`src/rtl/sonar_pkg.sv`:
```
// Shared sonar definitions: echo_timer FSM states, result status codes, field widths.
package sonar_pkg;

    typedef enum logic [2:0] {
        IDLE   = 3'd0,
        BLANK  = 3'd1,
        LISTEN = 3'd2,
        PEAK   = 3'd3,
        REPORT = 3'd4
    } state_t;

    localparam logic STATUS_ECHO    = 1'b0;
    localparam logic STATUS_TIMEOUT = 1'b1;

    localparam int unsigned TIME_W   = 32;
    localparam int unsigned MISSED_W = 8;

endpackage

```
`src/rtl/echo_timer_if.sv`:
```
// Echo result bus: time-of-flight, peak magnitude and status with valid/ready handshake.
interface echo_timer_if #(
    parameter int unsigned SAMPLE_W = 12
);
    import sonar_pkg::*;

    logic                m_valid;
    logic [TIME_W-1:0]   m_tof;
    logic [SAMPLE_W-1:0] m_peak;
    logic                m_status;
    logic                m_ready;

    modport master (
        output m_valid, m_tof, m_peak, m_status,
        input  m_ready
    );

    modport slave (
        input  m_valid, m_tof, m_peak, m_status,
        output m_ready
    );

endinterface

```
`src/rtl/echo_abs.sv`:
```
// Combinational magnitude of a signed sample; the most-negative code saturates to max positive.
module echo_abs #(
    parameter int unsigned SAMPLE_W = 12
) (
    input  logic signed [SAMPLE_W-1:0] sample,
    output logic        [SAMPLE_W-1:0] mag
);

    localparam logic [SAMPLE_W-1:0] MOST_NEG = {1'b1, {(SAMPLE_W-1){1'b0}}};
    localparam logic [SAMPLE_W-1:0] MAX_POS  = ~MOST_NEG;

    // two's-complement negate for negatives, with the one code that has no positive twin clamped
    always_comb begin
        if (sample == MOST_NEG) begin
            mag = MAX_POS;
        end else if (sample[SAMPLE_W-1]) begin
            mag = SAMPLE_W'(~sample + 1'b1);
        end else begin
            mag = sample;
        end
    end

endmodule

```
`src/rtl/echo_timer.sv`:
```
// Sonar echo timer: times the first threshold crossing after a transmit strobe, past a blanking
// interval, and reports time-of-flight (or a timeout) over a valid/ready result bus.
// Build option ECHO_TIMER_PEAK_EN: when defined, a peak search over PEAK_WIN accepted samples
// follows detection; when undefined, detection reports directly and m_peak reads 0.
// PEAK_WIN must be at least 1.
module echo_timer
    import sonar_pkg::*;
#(
    parameter int unsigned SAMPLE_W = 12,
    parameter int unsigned PEAK_WIN = 64
) (
    input  logic                       clk,
    input  logic                       rst,
    input  logic                       tx_start,
    input  logic                       sample_valid,
    input  logic signed [SAMPLE_W-1:0] sample,
    input  logic        [SAMPLE_W-1:0] threshold,
    input  logic        [TIME_W-1:0]   blank_len,
    input  logic        [TIME_W-1:0]   timeout,
    echo_timer_if.master               result,
    output logic                       busy,
    output logic        [MISSED_W-1:0] missed_cnt
);

`ifdef ECHO_TIMER_PEAK_EN
    localparam bit PEAK_EN = 1'b1;
`else
    localparam bit PEAK_EN = 1'b0;
`endif

    localparam int unsigned WIN_W = $clog2(PEAK_WIN + 1);

    state_t              state, state_d;
    logic [TIME_W-1:0]   elapsed, elapsed_d, elapsed_inc;
    logic [TIME_W-1:0]   tof, tof_d;
    logic [SAMPLE_W-1:0] peak, peak_d, mag;
    logic                status, status_d;
    logic [WIN_W-1:0]    win_cnt, win_d;
    logic [MISSED_W-1:0] missed_d;
    logic                hit;

    echo_abs #(.SAMPLE_W(SAMPLE_W)) u_abs (
        .sample (sample),
        .mag    (mag)
    );

    // next-state and datapath update
    always_comb begin
        state_d     = state;
        elapsed_d   = elapsed;
        tof_d       = tof;
        peak_d      = peak;
        status_d    = status;
        win_d       = win_cnt;
        missed_d    = missed_cnt;
        elapsed_inc = (elapsed == '1) ? elapsed : elapsed + 1'b1;
        hit         = sample_valid && (mag >= threshold);

        case (state)
            IDLE: begin
                // the strobe cycle itself is elapsed 0, so the first BLANK cycle reads 1
                if (tx_start) begin
                    state_d   = BLANK;
                    elapsed_d = TIME_W'(1);
                end
            end
            BLANK, LISTEN: begin
                elapsed_d = elapsed_inc;
                if (elapsed >= timeout) begin
                    state_d  = REPORT;
                    tof_d    = timeout;
                    peak_d   = '0;
                    status_d = STATUS_TIMEOUT;
                end else if (state == BLANK) begin
                    if (elapsed >= blank_len) begin
                        state_d = LISTEN;
                    end
                end else if (hit) begin
                    tof_d    = elapsed;
                    peak_d   = mag;
                    status_d = STATUS_ECHO;
                    win_d    = '0;
                    state_d  = PEAK_EN ? PEAK : REPORT;
                end
            end
            PEAK: begin
                elapsed_d = elapsed_inc;
                if (sample_valid) begin
                    if (mag > peak) begin
                        peak_d = mag;
                    end
                    win_d = win_cnt + 1'b1;
                    if (win_cnt == WIN_W'(PEAK_WIN - 1)) begin
                        state_d = REPORT;
                    end
                end
            end
            REPORT: begin
                if (tx_start && (missed_cnt != '1)) begin
                    missed_d = missed_cnt + 1'b1;
                end
                if (result.m_ready) begin
                    state_d = IDLE;
                end
            end
            default: state_d = IDLE;
        endcase

        // a new strobe during a measurement abandons it and starts over
        if (tx_start && ((state == BLANK) || (state == LISTEN) || (state == PEAK))) begin
            state_d   = BLANK;
            elapsed_d = TIME_W'(1);
            peak_d    = '0;
            win_d     = '0;
        end
    end

    // state and datapath registers
    always_ff @(posedge clk) begin
        if (rst) begin
            state      <= IDLE;
            elapsed    <= '0;
            tof        <= '0;
            peak       <= '0;
            status     <= STATUS_ECHO;
            win_cnt    <= '0;
            missed_cnt <= '0;
        end else begin
            state      <= state_d;
            elapsed    <= elapsed_d;
            tof        <= tof_d;
            peak       <= peak_d;
            status     <= status_d;
            win_cnt    <= win_d;
            missed_cnt <= missed_d;
        end
    end

    assign result.m_valid  = (state == REPORT);
    assign result.m_tof    = tof;
    assign result.m_peak   = PEAK_EN ? peak : '0;
    assign result.m_status = status;
    assign busy            = (state != IDLE);

endmodule

```
`src/flat_wrapper.sv`:
```
// flat-port wrapper written by rule: the top's interface ports become plain ports
module echo_timer_flat import sonar_pkg::*;
#(
    parameter int unsigned SAMPLE_W = 12,
    parameter int unsigned PEAK_WIN = 64
)
  (clk, rst, tx_start, sample_valid, sample, threshold, blank_len, timeout, busy, missed_cnt, result_m_valid, result_m_tof, result_m_peak, result_m_status, result_m_ready);
  echo_timer_if #(.SAMPLE_W(SAMPLE_W)) result_i ();
  input  logic clk;
  input  logic rst;
  input  logic tx_start;
  input  logic sample_valid;
  input  logic signed [SAMPLE_W-1:0] sample;
  input  logic        [SAMPLE_W-1:0] threshold;
  input  logic        [TIME_W-1:0] blank_len;
  input  logic        [TIME_W-1:0] timeout;
  output logic busy;
  output logic        [MISSED_W-1:0] missed_cnt;
  output wire logic [$bits(result_i.m_valid)-1:0] result_m_valid;
  output wire logic [$bits(result_i.m_tof)-1:0] result_m_tof;
  output wire logic [$bits(result_i.m_peak)-1:0] result_m_peak;
  output wire logic [$bits(result_i.m_status)-1:0] result_m_status;
  input wire logic [$bits(result_i.m_ready)-1:0] result_m_ready;
  assign result_m_valid = result_i.m_valid;
  assign result_m_tof = result_i.m_tof;
  assign result_m_peak = result_i.m_peak;
  assign result_m_status = result_i.m_status;
  assign result_i.m_ready = result_m_ready;
  echo_timer #(.SAMPLE_W(SAMPLE_W), .PEAK_WIN(PEAK_WIN)) u_core (.clk(clk), .rst(rst), .tx_start(tx_start), .sample_valid(sample_valid), .sample(sample), .threshold(threshold), .blank_len(blank_len), .timeout(timeout), .result(result_i), .busy(busy), .missed_cnt(missed_cnt));
endmodule
```
`config.mk`:
```
export PLATFORM = sky130hd
export DESIGN_NAME = echo_timer_flat
export DESIGN_NICKNAME = d
export VERILOG_FILES = /design/src/rtl/sonar_pkg.sv /design/src/rtl/echo_timer_if.sv /design/src/rtl/echo_abs.sv /design/src/rtl/echo_timer.sv /design/src/flat_wrapper.sv
export SDC_FILE = /design/constraint.sdc
export NUM_CORES = 1
export LEC_CHECK = 0
export BUFFER_PORTS_ARGS = -buffer_cell sky130_fd_sc_hd__buf_2
export CAP_MARGIN = 10
export CORE_MARGIN = 4
export CORE_UTILIZATION = 38
export CTS_BUF_LIST = sky130_fd_sc_hd__clkbuf_4 sky130_fd_sc_hd__clkbuf_8
export CTS_CLUSTER_DIAMETER = 80
export DETAILED_ROUTE_END_ITERATION = 6
export PLACE_DENSITY = 0.74
export SYNTH_ARGS = -nofsm -noshare
export SYNTH_HDL_FRONTEND = slang
export SYNTH_SLANG_ARGS = --single-unit
```
`constraint.sdc`:
```
create_clock -name clk -period 3.7 [get_ports clk]
set_clock_uncertainty 0.1 [all_clocks]
set_input_delay 0.185 -clock clk [delete_from_list [all_inputs] [get_ports clk]]
set_output_delay 0.185 -clock clk [all_outputs]
set_load 0.02 [all_outputs]
```
==> results of run 1 <==
-- through the flow --
step / hold WS [ns] / worst slack [ns]
floorplan: 0.165 / 0.129
global placement: 0.355 / -0.170
detailed placement: 0.361 / -0.257
CTS: 0.0426 / 0.139
global route: 0.0623 / -0.00528
finish: 0.0566 / 0.202
-- final timing paths --
check	start	to	slack [ns]	depth (start not counted)
max	sample[1]	u_core.result.m_tof[15]$_SDFFE_PP0P_	0.20	15
min	rst	u_core.missed_cnt[6]$_SDFFE_PP0P_	0.06	2
max reg2reg	u_core.elapsed[0]$_SDFFE_PP0P_	u_core.state[1]$_SDFFE_PP0P_	0.45	9
min reg2reg	u_core.result.m_status$_SDFFE_PP0P_	u_core.result.m_status$_SDFFE_PP0P_	0.38	2
-- cells in the final DEF (no fill, tap or decap), drive strengths merged, types with 11 or more instances in the layout --
| cell | netlist | routed |
|---|---|---|
| dfxtp | 83 | 83 |
| a31oi | 35 | 35 |
| nor2 | 54 | 54 |
| nand4 | 19 | 19 |
| o21ai | 62 | 62 |
| nor3 | 25 | 25 |
| xnor2 | 19 | 19 |
| buf | 27 | 158 |
| or3 | 13 | 13 |
| nand3 | 15 | 15 |
| dlygate4sd3 | 0 | 32 |
| inv | 93 | 93 |
| ha | 80 | 80 |
| xor2 | 21 | 21 |
| a21oi | 39 | 39 |
| nand2 | 120 | 120 |
| conb | 1 | 12 |
| clkbuf | 14 | 11 |
-- repair_timing --
action                     in CTS  in global routing
gates resized for setup         0                 12
hold buffers                   32                  0
hold endpoints to repair       32                  0
setup endpoints to repair       0                 36
-- Yosys cell counts (5+ instances only) --
cell | count | area [sq um]
sky130_fd_sc_hd__o21ai_0 | 60 | 300
sky130_fd_sc_hd__nor3_1 | 22 | 110
sky130_fd_sc_hd__a21o_1 | 5 | 37.5
sky130_fd_sc_hd__nor2_1 | 54 | 203
sky130_fd_sc_hd__nand2b_1 | 7 | 43.8
sky130_fd_sc_hd__buf_2 | 11 | 55.1
sky130_fd_sc_hd__inv_1 | 93 | 349
sky130_fd_sc_hd__dfxtp_1 | 83 | 1660
sky130_fd_sc_hd__buf_4 | 13 | 97.6
sky130_fd_sc_hd__or3_1 | 6 | 37.5
sky130_fd_sc_hd__or3_2 | 7 | 52.6
sky130_fd_sc_hd__clkbuf_1 | 12 | 45.0
sky130_fd_sc_hd__xor2_1 | 21 | 184
sky130_fd_sc_hd__a21oi_1 | 39 | 195
sky130_fd_sc_hd__nand4_1 | 17 | 106
sky130_fd_sc_hd__and2_1 | 5 | 31.3
sky130_fd_sc_hd__ha_1 | 80 | 1000
sky130_fd_sc_hd__and3_1 | 7 | 43.8
sky130_fd_sc_hd__nand2_1 | 120 | 450
sky130_fd_sc_hd__a31oi_1 | 35 | 219
sky130_fd_sc_hd__xnor2_1 | 19 | 166
sky130_fd_sc_hd__nor4_1 | 5 | 31.3
sky130_fd_sc_hd__nand3_1 | 15 | 75.1
-- final cells by class --
type	count	area [sq um]	share of cell area
Timing Repair Buffer	190	1190	0.155
Inverter	93	349	0.0455
Sequential cell	83	1660	0.216
Multi-Input combinational cell	603	4010	0.522
Clock inverter	5	52.6	0.00684
Clock buffer	11	145	0.0189
Tap cell	216	270	0.0352
-- routing by layer --
metal / wire, um / share of wire / track usage / vias to the layer above
li1: - / - / - / 3122
met1: 7320 / 0.46 / 0.228 / 2683
met2: 7320 / 0.46 / 0.287 / 140
met3: 1130 / 0.071 / 0.0453 / 21
met4: 194 / 0.012 / 0.0476 / 6
met5: 34 / 0.0021 / 0 / -
-- power breakdown --
group / internal, mW / switching, mW
Clock: 0.335 / 0.344
Combinational: 0.163 / 0.197
Sequential: 0.901 / 0.0166
-- state kept, by name, summed over array words and instances, names as in the netlist --
register / count
u_core.win_cnt: 7
u_core.state: 3
u_core.missed_cnt: 8
u_core.result.m_tof: 32
u_core.elapsed: 32
u_core.result.m_status: 1
-- logic make-up after synthesis --
| kind of cell | count (synthesis) | synth area share |
|---|---|---|
| compound gates | 177 | 0.181 |
| xor+xnor | 40 | 0.0567 |
| fa+ha+maj | 80 | 0.162 |
| buf+inv | 134 | 0.0932 |
| flops | 83 | 0.269 |
| mux | 4 | 0.00649 |
| other cells | 1 | 0.000607 |
| simple gates | 290 | 0.231 |
-- worst max-delay path, delay by kind of cell --
kind | cells | cell delay (ns)
xor+xnor | 1 | 0.18
buf+inv | 2 | 0.31
simple gates | 4 | 1.50
compound gates | 7 | 1.15
fa+ha+maj | 1 | 0.29
==> impl_summary.log, run 1 <==
[metrics] design area: 7680 sq um
[metrics] Slew headroom: 0.517
[metrics] post-place instance area: 7130 sq um
[metrics] drt first pass iters: 4
[metrics] number of flops mapped to enable cells by yosys: 0
[metrics] total number of yosys warnings: 0
[metrics] gr ovfl total: 0
[metrics] Detailed Route WL: 16,000 um
[metrics] Initial Utilization: 0.389
[metrics] routed wirelength normalized by instance count: 13.3 um
[metrics] DIE WIDTH: 135 um
[metrics] Via-to-Cell Ratio: 4.97
[metrics] result of the run: finished, final reports clean
[metrics] clock slew seen by the registers of the worst setup and hold paths: 0.09 ns
[metrics] launching element type of the critical path: input port
[metrics] critical path class: in -> reg
[metrics] peak supply drop: 149 uV
[metrics] Tcrit/Tclk final: 0.945
[metrics] maximum fanout along the worst path: 40
[metrics] number of antenna violations at the first check in global routing: 3
[metrics] mean instance size in the synthesized netlist: 7.63 sq um
[metrics] hold violation count in the final report: 0
[metrics] number of buffers created by CTS: 9
[metrics] latest clock arrival within the worst-skew pair: 0.37 ns
[metrics] Port Buffer Count: 135
[metrics] Highest Clock Rate: 286 MHz
[metrics] post-route antenna net violation count: 0
[metrics] flop and latch count out of synthesis: 83
[metrics] I/O Pins: 148
[metrics] post-DP HPWL: 12,300 um
[metrics] clk buf depth: 2
[metrics] master of the slowest instance on the critical path: sky130_fd_sc_hd__or4_1
[metrics] Final Wtd Congestion: 0.851
[metrics] synthesized netlist cell count: 809
[metrics] total inserted antenna cells: 0
[metrics] number of clock sinks: 83
[metrics] placement row count: 46
[metrics] number of max-slew violations in the final report: 0
[metrics] Root Buffer: sky130_fd_sc_hd__clkbuf_8
[metrics] Post-Syn Area: 6170 sq um
[metrics] Setup TNS Final: 0 ns
[metrics] setup fix buffers added after clock tree synthesis: 0
[metrics] number of placed instances, taps included: 1,153
[metrics] final core occ: 0.483
[metrics] DR vias: 5,972
[metrics] transition time at the pin with the least slew margin: 0.723 ns
[metrics] Setup Viol. Count Final: 0
[metrics] type of the most critical hold path: in -> reg
[metrics] number of global-route vias before repair: 5,693
[metrics] primary flip-flop cell chosen by synthesis mapping: sky130_fd_sc_hd__dfxtp_1
[metrics] Max-Cap Viols: 0
[metrics] Netlist cell types: 64
[metrics] largest net degree at the start of global routing: 41
[metrics] filler cell count: 1,580
[metrics] fraction of final layout cells with drive strength greater than 1: 0.203
[metrics] Final nets: 1,153
[metrics] Die H: 135 um
[metrics] TritonCTS clock tree: yes
[metrics] power density over the cells: 255 nW/um^2
[metrics] crit path time final: 3.50 ns
[metrics] overall die area: 18,300 sq um
[metrics] critical path endpoint category: register
[metrics] wire length of the first global-routing pass: 26,400 um
[metrics] area of the core region: 15,900 sq um
[metrics] final instance count without filler cells: 1,201
[metrics] reported leakage power: 3.59 nW
[metrics] arrival time worst endpoint: 3.65 ns
[metrics] max incr delay on CP: 0.54 ns
[metrics] portion of the post-synthesis area used by sequential elements: 0.269
[metrics] global-route usage over all layers: 0.175
[metrics] Area growth syn-to-layout: 24.4%
[metrics] total power: 1.96 mW
[metrics] Initial DRC Count: 309
[metrics] share of async-settable or async-resettable flops after synthesis: 0
[metrics] critical-path cell list: buf_2 -> or4_1 -> or4_4 -> o31ai_2 -> xor2_1 -> nand2_1 -> ha_1 -> a21oi_1 -> o211ai_1 -> or4_4 -> o211ai_1 -> a31oi_4 -> buf_12 -> o21ai_0 -> a31oi_1
[metrics] data required time at the worst endpoint: 3.85 ns
[metrics] post-route DRC violation count: 0
[metrics] level count of the clock H-tree: 3
Power figures use the tool's default switching activity.
==> run 2: changes to the inputs <==
--- a/config.mk
+++ b/config.mk
@@ -5,14 +5,14 @@
 export SDC_FILE = /design/constraint.sdc
 export NUM_CORES = 1
 export LEC_CHECK = 0
-export BUFFER_PORTS_ARGS = -buffer_cell sky130_fd_sc_hd__buf_2
 export CAP_MARGIN = 10
 export CORE_MARGIN = 4
 export CORE_UTILIZATION = 38
-export CTS_BUF_LIST = sky130_fd_sc_hd__clkbuf_4 sky130_fd_sc_hd__clkbuf_8
+export CTS_BUF_LIST = sky130_fd_sc_hd__clkbuf_4
 export CTS_CLUSTER_DIAMETER = 80
 export DETAILED_ROUTE_END_ITERATION = 6
-export PLACE_DENSITY = 0.74
+export DONT_BUFFER_PORTS = 1
+export PLACE_DENSITY = 0.64
 export SYNTH_ARGS = -nofsm -noshare
 export SYNTH_HDL_FRONTEND = slang
 export SYNTH_SLANG_ARGS = --single-unit
==> run 2 against run 1 <==
First-iteration DRC count up 13%; via count down 7.7%; flip-flop and latch count unchanged; power down 11%; hold slack worse by 0.012 ns; global-route usage about the same; core utilization down 5.0 points; sequential power up 0.5%; setup slack better by 0.13 ns; die area unchanged; highest routed layer is now met4.
==> impl_summary.log, run 2 (same netlist as run 1, synthesis figures left out) <==
[metrics] result of the run: finished, final reports clean (unchanged)
[metrics] type of the most critical hold path: in -> reg (unchanged)
[metrics] Area growth syn-to-layout: 11.4% (was 24.4%)
[metrics] Post-CTS Resized: 0 (unchanged)
[metrics] hold violation count in the final report: 0 (unchanged)
[metrics] total power: 1.75 mW (was 1.96 mW)
[metrics] reported leakage power: 2.92 nW (was 3.59 nW)
[metrics] Highest Clock Rate: 297 MHz (was 286 MHz)
[metrics] peak supply drop: 117 uV (was 149 uV)
[metrics] Tcrit/Tclk final: 0.910 (was 0.945)
[metrics] clk buf depth: 2 (unchanged)
[metrics] post-route worst setup slack: 0.331 ns (was 0.202 ns)
[metrics] arrival time worst endpoint: 3.58 ns (was 3.65 ns)
[metrics] number of buffers created by CTS: 9 (unchanged)
[metrics] critical path class: in -> reg (unchanged)
[metrics] number of clock sinks: 83 (unchanged)
[metrics] worst slack at placement: -0.122 ns (was -0.257 ns)
[metrics] clock slew seen by the registers of the worst setup and hold paths: 0.13 ns (was 0.09 ns)
[metrics] master of the slowest instance on the critical path: sky130_fd_sc_hd__or4_1 (unchanged)
[metrics] level count of the clock H-tree: 3 (unchanged)
[metrics] Port Buffer Count: 0 (was 135)
[metrics] Setup Viol. Count Final: 0 (unchanged)
[metrics] TritonCTS clock tree: yes (unchanged)
[metrics] hold_ws: 0.0446 ns (was 0.0566 ns)
[metrics] power density over the cells: 254 nW/um^2 (was 255 nW/um^2)
[metrics] Max-Cap Viols: 0 (unchanged)
[metrics] fraction of final layout cells with drive strength greater than 1: 0.0558 (was 0.203)
[metrics] filler cell count: 1,682 (was 1,580)
[metrics] Detailed Route WL: 15,800 um (was 16,000 um)
[metrics] number of global-route vias before repair: 5,351 (was 5,693)
[metrics] global-route usage over all layers: 0.175 (about the same)
[metrics] Slew headroom: 0.533 (was 0.517)
[metrics] largest net degree at the start of global routing: 34 (was 41)
[metrics] Final Wtd Congestion: 0.786 (was 0.851)
[metrics] number of max-slew violations in the final report: 0 (unchanged)
[metrics] placement row count: 46 (unchanged)
[metrics] post-route antenna net violation count: 0 (unchanged)
[metrics] gr ovfl total: 0 (unchanged)
[metrics] buffer and inverter count on the worst path: 1 (was 2)
[metrics] depth of the worst register-to-register path: 10 (was 9)
[metrics] number of cells on the worst hold path: 3 (was 2)
[metrics] post-DP HPWL: 11,900 um (was 12,300 um)
[metrics] gate family responsible for the most delay along the worst path: simple AND/OR/NAND/NOR gates (unchanged)
[metrics] Initial DRC Count: 349 (was 309)
[metrics] data required time at the worst endpoint: 3.91 ns (was 3.85 ns)
[metrics] crit path time final: 3.37 ns (was 3.50 ns)
[metrics] Final nets: 1,011 (was 1,153)
[metrics] routed wirelength normalized by instance count: 14.9 um (was 13.3 um)
[metrics] post-route DRC violation count: 0 (unchanged)
[metrics] wire length of the first global-routing pass: 26,100 um (was 26,400 um)
[metrics] final core occ: 0.433 (was 0.483)
[metrics] commonest non-fill, non-tap cell in the layout: sky130_fd_sc_hd__nand2_1 (was sky130_fd_sc_hd__buf_2)
[metrics] Root Buffer: sky130_fd_sc_hd__clkbuf_4 (was sky130_fd_sc_hd__clkbuf_8)
[metrics] maximum fanout along the worst path: 32 (was 40)
[metrics] max incr delay on CP: 0.53 ns (was 0.54 ns)
[metrics] Via-to-Cell Ratio: 5.20 (was 4.97)
[metrics] transition time at the pin with the least slew margin: 0.699 ns (was 0.723 ns)
[metrics] DR vias: 5,513 (was 5,972)
[metrics] DIE WIDTH: 135 um (unchanged)
[metrics] drt first pass iters: 5 (was 4)
[metrics] overall die area: 18,300 sq um (unchanged)
[metrics] most frequent cell on the critical path: sky130_fd_sc_hd__or4_1
[metrics] Initial Utilization: 0.389 (unchanged)
[metrics] total number of cells along the worst setup path: 14 (was 15)
[metrics] setup fix buffers added after clock tree synthesis: 0 (unchanged)
[metrics] area of the core region: 15,900 sq um (unchanged)
[metrics] I/O Pins: 148 (unchanged)
[metrics] critical-path cell list: or4_1 -> or4_1 -> o31ai_1 -> xor2_1 -> nand2_1 -> ha_1 -> a21oi_1 -> o211ai_1 -> or4_1 -> o211ai_1 -> a31oi_4 -> buf_12 -> o21ai_0 -> a31oi_1 (was buf_2 -> or4_1 -> or4_4 -> o31ai_2 -> xor2_1 -> nand2_1 -> ha_1 -> a21oi_1 -> o211ai_1 -> or4_4 -> o211ai_1 -> a31oi_4 -> buf_12 -> o21ai_0 -> a31oi_1)
[metrics] highest-count cells in the layout ignoring fill and taps: sky130_fd_sc_hd__nand2_1, sky130_fd_sc_hd__inv_1, sky130_fd_sc_hd__dfxtp_1 (was sky130_fd_sc_hd__buf_2, sky130_fd_sc_hd__nand2_1, sky130_fd_sc_hd__inv_1)
[metrics] launching element type of the critical path: input port (unchanged)
[metrics] latest clock arrival within the worst-skew pair: 0.44 ns (was 0.37 ns)
[metrics] critical path endpoint category: register (unchanged)
[metrics] Die H: 135 um (unchanged)
[metrics] RSZ-0062 raised after global routing: no
[metrics] number of antenna violations at the first check in global routing: 2 (was 3)
[run 2: cell types whose count changed in the layout (fill, tap and decap cells not counted), sizes merged]
cell / previous run / this run
diode: 0 / 2
buf: 158 / 12
dlygate4sd3: 32 / 36
clkinvlp: 1 / 0
[run 2: cell type report]
class                           count  area [sq um]  area share
Timing Repair Buffer               48           475      0.0691
Inverter                           93           349      0.0507
Clock buffer                       11          82.6      0.0120
Sequential cell                    83          1660       0.242
Antenna cell                        2          5.00    0.000728
Clock inverter                      4          42.5     0.00618
Tap cell                          216           270      0.0393
Multi-Input combinational cell    603          3990       0.580
[run 2: timing repair]
action / CTS / global route
hold endpoints to repair: 53 / 0
setup endpoints to repair: 0 / 0
hold buffers: 36 / 0
[run 2: stage by stage]
stage / area (sq um) / instances / TNS, ns
detailed placement: 6390 / 1007 / -3.39
CTS: 6870 / 1058 / 0
finish: 6880 / 1060 / 0
floorplan: 6210 / 820 / 0
global placement: 6390 / 1007 / -1.90
global route: 6880 / 1060 / 0
[run 2: worst paths after layout]
kind                                                     start                                   end  slack (ns)
worst max-delay path                                 sample[1]  u_core.result.m_tof[22]$_SDFFE_PP0P_        0.33
worst min-delay path                                  tx_start     u_core.missed_cnt[0]$_SDFFE_PP0P_        0.04
worst max register to register  u_core.elapsed[0]$_SDFFE_PP0P_          u_core.state[2]$_SDFFE_PP0P_        0.48
worst min register to register  u_core.win_cnt[4]$_SDFFE_PP0P_        u_core.win_cnt[4]$_SDFFE_PP0P_        0.43
[run 2: per-layer routing]
metal	wire length (um)	up-vias	share of wire	global-route usage
met5	0	-	0	0
met4	242	0	0.015	0.0476
met3	1210	18	0.077	0.0542
met2	7060	137	0.45	0.286
met1	7280	2506	0.46	0.222
li1	-	2852	-	-
[run 2: worst reg2reg max path, delay by kind of cell, from the launching register on]
| family | cells | cell delay (ns) |
|---|---|---|
| adders and majority gates | 1 | 0.28 |
| DFF | 1 | 0.43 |
| buffers and inverters | 2 | 0.41 |
| AOI/OAI and AO/OA | 4 | 1.35 |
| muxes | 1 | 0.09 |
| and+or+nand+nor | 2 | 0.48 |
[run 2: power by group]
part           switching [mW]  total [mW]  internal [mW]
Sequential             0.0202       0.923          0.903
Combinational           0.163       0.287          0.124
Clock                   0.323       0.537          0.213
Total                   0.506        1.75           1.24
